--- src/rtl/mul32_seq_ctrl.sv ---
// mul32_seq_ctrl: 32x32 unsigned multiply by time-sharing one external 8x8 core over 16 steps.
// Latency: 17 cycles from acceptance to out_valid (1 cycle for the zero-operand bypass).
// Backpressure: in_ready is low while busy; the product is held in DONE until out_ready.
//
// Ports:
//   clk, rst_n            clock, synchronous active-low reset
//   in_valid/in_ready     operand handshake carrying op_a, op_b (32-bit unsigned)
//   out_valid/out_ready   result handshake carrying product (64-bit unsigned)
//   busy                  high in CALC or DONE
//   mul_a, mul_b, mul_p   byte operands to, and 16-bit product from, the external 8x8 core
module mul32_seq_ctrl #(
  parameter bit EARLY_ZERO = 1'b1
) (
  input  logic        clk,
  input  logic        rst_n,
  input  logic        in_valid,
  output logic        in_ready,
  input  logic [31:0] op_a,
  input  logic [31:0] op_b,
  output logic        out_valid,
  input  logic        out_ready,
  output logic [63:0] product,
  output logic        busy,
  output logic [7:0]  mul_a,
  output logic [7:0]  mul_b,
  input  logic [15:0] mul_p
);

  typedef enum logic [1:0] {
    IDLE = 2'd0,
    CALC = 2'd1,
    DONE = 2'd2
  } state_t;

  state_t      state;
  state_t      state_nxt;
  logic [31:0] a_reg;
  logic [31:0] b_reg;
  logic [3:0]  k;
  logic [63:0] acc;
  logic        out_valid_reg;

  logic        accept;
  logic        zero_op;
  logic [2:0]  byte_pos;
  logic [63:0] pp_shifted;

  assign accept  = (state == IDLE) && in_valid;
  assign zero_op = (op_a == 32'd0) || (op_b == 32'd0);

  // Byte i of A times byte j of B lands at bit offset 8*(i+j); i+j never exceeds 6.
  assign byte_pos   = {1'b0, k[1:0]} + {1'b0, k[3:2]};
  assign pp_shifted = {48'h0, mul_p} << {byte_pos, 3'b000};

  // Next-state and decoded outputs.
  always_comb begin
    state_nxt = state;
    in_ready  = 1'b0;
    busy      = 1'b0;
    mul_a     = 8'h00;
    mul_b     = 8'h00;
    case (state)
      IDLE: begin
        in_ready = 1'b1;
        if (in_valid) begin
          if (EARLY_ZERO && zero_op) begin
            state_nxt = DONE;
          end else begin
            state_nxt = CALC;
          end
        end
      end
      CALC: begin
        busy  = 1'b1;
        // Only drive the core here so it sees no toggling while idle.
        mul_a = a_reg[8*k[1:0] +: 8];
        mul_b = b_reg[8*k[3:2] +: 8];
        if (k == 4'd15) begin
          state_nxt = DONE;
        end
      end
      DONE: begin
        busy = 1'b1;
        if (out_ready) begin
          state_nxt = IDLE;
        end
      end
      default: begin
        state_nxt = IDLE;
      end
    endcase
  end

  always_ff @(posedge clk) begin
    if (!rst_n) begin
      state         <= IDLE;
      a_reg         <= 32'd0;
      b_reg         <= 32'd0;
      k             <= 4'd0;
      acc           <= 64'd0;
      out_valid_reg <= 1'b0;
    end else begin
      state         <= state_nxt;
      // Registered so it rises in the first DONE cycle and drops on the handshake edge.
      out_valid_reg <= (state_nxt == DONE);
      if (accept) begin
        a_reg <= op_a;
        b_reg <= op_b;
        acc   <= 64'd0;
        k     <= 4'd0;
      end else if (state == CALC) begin
        acc <= acc + pp_shifted;
        // Wraps to 0 after step 15, ready for the next operation.
        k   <= k + 4'd1;
      end
    end
  end

  // acc is frozen outside CALC, so the product is stable throughout DONE.
  assign product   = acc;
  assign out_valid = out_valid_reg;

endmodule

--- config.mk ---
export PLATFORM = sky130hd
export DESIGN_NAME = mul32_seq_ctrl
export DESIGN_NICKNAME = d
export VERILOG_FILES = /design/src/rtl/mul32_seq_ctrl.sv
export SDC_FILE = /design/constraint.sdc
export NUM_CORES = 1
export LEC_CHECK = 0
export BUFFER_PORTS_ARGS = -buffer_cell sky130_fd_sc_hd__buf_4
export CELL_PAD_IN_SITES_DETAIL_PLACEMENT = 0
export CELL_PAD_IN_SITES_GLOBAL_PLACEMENT = 1
export CORE_UTILIZATION = 46
export DETAILED_ROUTE_END_ITERATION = 10
export PLACE_DENSITY_LB_ADDON = 0.1
export REMOVE_ABC_BUFFERS = 1
export SLEW_MARGIN = 5
export SYNTH_ARGS = -nofsm -noshare
export SYNTH_HDL_FRONTEND = slang
export SYNTH_SLANG_ARGS = --single-unit
--- constraint.sdc ---
create_clock -name clk -period 8 [get_ports clk]
set_input_delay 2.4 -clock clk [delete_from_list [all_inputs] [get_ports clk]]
set_output_delay 2.4 -clock clk [all_outputs]
set_load 0.02 [all_outputs]
==> key figures <==
Detailed routing
  – Vias: 9511
  – Routed len/inst: 18.5 µm
  – Residual DRC: 0
  – Initial DRC Count: 507
  – Routed Wire Length: ~30000 µm
  – Vias per cell: ~5.8
  – Post-route antenna net violation count: 0
  – Detailed Routing Iterations Pass 1: 5

Global route
  – Vias in the first global route: 8886
  – First-pass GRT wire length: 47900 µm
  – Largest net degree at the start of global routing: 69
  – Total grt overflow: 0
  – Antenna violations before repair: 1
  – Global-route usage over all layers: roughly 28%

Floorplan
  – Initial core utilization: between 40% and 50%
  – Die area: 0.0223 mm²
  – Die outline width: between 100 and 150 µm
  – Area of the core: 0.0212 mm²
  – # rows: 53
  – DIE HEIGHT: 149 µm
  – IO Pins: approximately 170

Yosys
  – Post-synth cell types: 80
  – Syn avg cell area: about 8 µm²
  – Ys async rst share: 0%
  – Syn. warnings: 0
  – Register area share after synthesis: 27.1%
  – Synth Flop Type: dfxtp_1
  – #FFs+latches synth: approximately 140
  – Synthesized area: around 0.01 mm²
  – Cells after Synth: 1251
  – EDFF count, synth: 0

Place
  – Hpwl dp: 23200 µm
  – Routability congestion estimate: 0.945
  – Port bufs: 166
  – Placed inst area: 0.0113 mm²

Job
  – Max Cap Viol: 0

Cells and area
  – Final instance area: ~0.012 mm²
  – Layout cells sized above 1: 18.8%
  – Nets: roughly 1500
  – Area grow syn2layout: 18.9%
  – Max reg flops: 64

Clocking
  – Post-CTS setup buffers: 0
  – Cts bufs inserted: 17
  – Root buf cell: clkbuf_16
  – PostCTS Resize Cnt: 0
  – Post-CTS Hold Fix Bufs: 0
  – Clock sinks: approximately 140
  – Clock transition at the registers of the reported paths: 0.06 ns
  – CTS tree: done
  – Clock latency on the worst-skew pair: ~0.43 ns
  – CTS Buffer Depth: 2
  – H-tree lvl count: 4

Run status
  – Status: completed

STA
  – Total Neg Setup Slack: 0 ns
  – Tcrit/Tclk final: about 70%
  – Final setup violation count: 0
  – Final min period: 5.61 ns
  – Slew Limit Fails: 0
  – Worst Max-Slew Pin Slew: about 1.1 ns
  – Hold Violations, Final: 0
  – RSZ-0062 raised after global routing: false
  – F_max: 178 MHz
  – Clock Skew: 0.0146 ns
  – Rel. slew slack: 23.7%

Critical path
  – Critical path class: register to register
  – Worst-path maximum fanout: 20
  – Startpoint Class: register
  – Crit path required time: between 8 and 9 ns
  – Critical Path AT: 5.89 ns
  – Setup crit end kind: register

Power
  – Static leakage power: 5.10 nW
  – Pwr Density: 151 mW/mm²
  – Worst vdd ir: roughly 0.13 mV

Hold path
  – Hold Path Class: register to register
==> where the power goes <==
group	internal (mW)	switching (mW)
sequential	0.702	0.0207
clock	0.414	0.352
combinational	0.124	0.177
total	1.24	0.549
==> cell usage after synthesis (22+ instances only) <==
master	count	area [µm²]
a21boi_0	66	495
a21o_1	39	293
a21oi_1	70	350
and2_1	28	175
clkbuf_1	51	191
dfxtp_1	135	2700
ha_1	69	863
mux2i_1	50	500
nand2_1	211	792
nand4_1	22	138
nor2_1	135	507
o21ai_0	41	205
xnor2_1	29	254
xor2_1	30	263
==> kinds of logic after synthesis <==
kind of cell,Yosys count,synth area share (%)
buffers and inverters,97,3.83
multiplexers,68,8.88
flip-flops,135,27.1
adder cells (fa/ha/maj),71,9.05
AO/OA/AOI/OAI,331,23.5
AND/OR/NAND/NOR,490,22.5
XOR/XNOR,59,5.17
==> layout make-up <==
class / count / area, µm²
Multi-Input combinational cell: 1019 / 6920
Clock inverter: 13 / 111
Tap cell: 275 / 344
Sequential cell: 135 / 2700
Timing Repair Buffer: 169 / 1270
Fill cell: 2101 / 9280
Inverter: 21 / 78.8
Antenna cell: 1 / 2.50
Clock buffer: 19 / 443
==> critical path, cell delays in order (launching register included) <==
cell and delay, ns:
dfxtp_1 0.83, ha_1 0.27, inv_1 0.05, fa_1 0.64, nand2_1 0.36, nor2_1 0.17, and2_1 0.24, ha_1 0.21
fa_1 0.40, a21o_1 0.23, a311oi_1 0.45, o21ai_1 0.30, o211ai_1 0.28, o211ai_2 0.23, o2111ai_2 0.31, nand2_2 0.11
a21boi_2 0.16, xor2_1 0.16, o21ai_1 0.07
==> through the flow <==
stage                     worst slack [ns]  hold WS (ns)  power, mW  util (%)  cells
after global placement                2.14         0.449       1.04      53.5   1619
after detailed placement              2.07         0.455       1.04      53.5   1619
final                                 2.39         0.462       1.79      56.1   1652
after global routing                  1.99         0.483       1.86      56.1   1652
after CTS                             2.40         0.463       1.80      56.1   1651
after floorplan                       2.43         0.440      0.919         -   1175
==> worst paths after layout <==
check / from / endpoint / slack, ns / cells after the start
max: k[2] / product[58] / 2.39 / 18
min: b_reg[20] / b_reg[20] / 0.46 / 2
max reg2reg: k[2] / product[58] / 2.39 / 18
min reg2reg: b_reg[20] / b_reg[20] / 0.46 / 2
==> layout by cell type, fill, tap and decap left out, types with 10 or more instances in the layout <==
| cell | synthesis | final |
|---|---|---|
| a21boi_0 | 66 | 66 |
| a21o_1 | 39 | 39 |
| a21oi_1 | 70 | 70 |
| a31oi_1 | 10 | 10 |
| and2_1 | 28 | 27 |
| buf_4 | 0 | 169 |
| clkbuf_16 | 0 | 17 |
| dfxtp_1 | 135 | 135 |
| ha_1 | 69 | 68 |
| inv_1 | 21 | 21 |
| mux2i_1 | 50 | 50 |
| mux4_2 | 16 | 16 |
| nand2_1 | 211 | 209 |
| nand3_1 | 21 | 21 |
| nand4_1 | 22 | 22 |
| nor2_1 | 135 | 134 |
| nor2b_1 | 11 | 11 |
| nor4_1 | 17 | 17 |
| o21ai_0 | 41 | 41 |
| o21ai_1 | 11 | 11 |
| o21bai_1 | 11 | 11 |
| xnor2_1 | 29 | 29 |
| xor2_1 | 30 | 30 |
==> per-layer routing <==
layer	share of wire (%)	wire [µm]	vias to the layer above	track usage, %
li1	-	-	4692	-
met1	46	13900	4461	37.6
met2	46	14100	313	44.3
met3	5.7	1750	45	4.62
met4	2.6	793	0	10.0
met5	0	0	-	0
(Power assumes the default switching activity.)
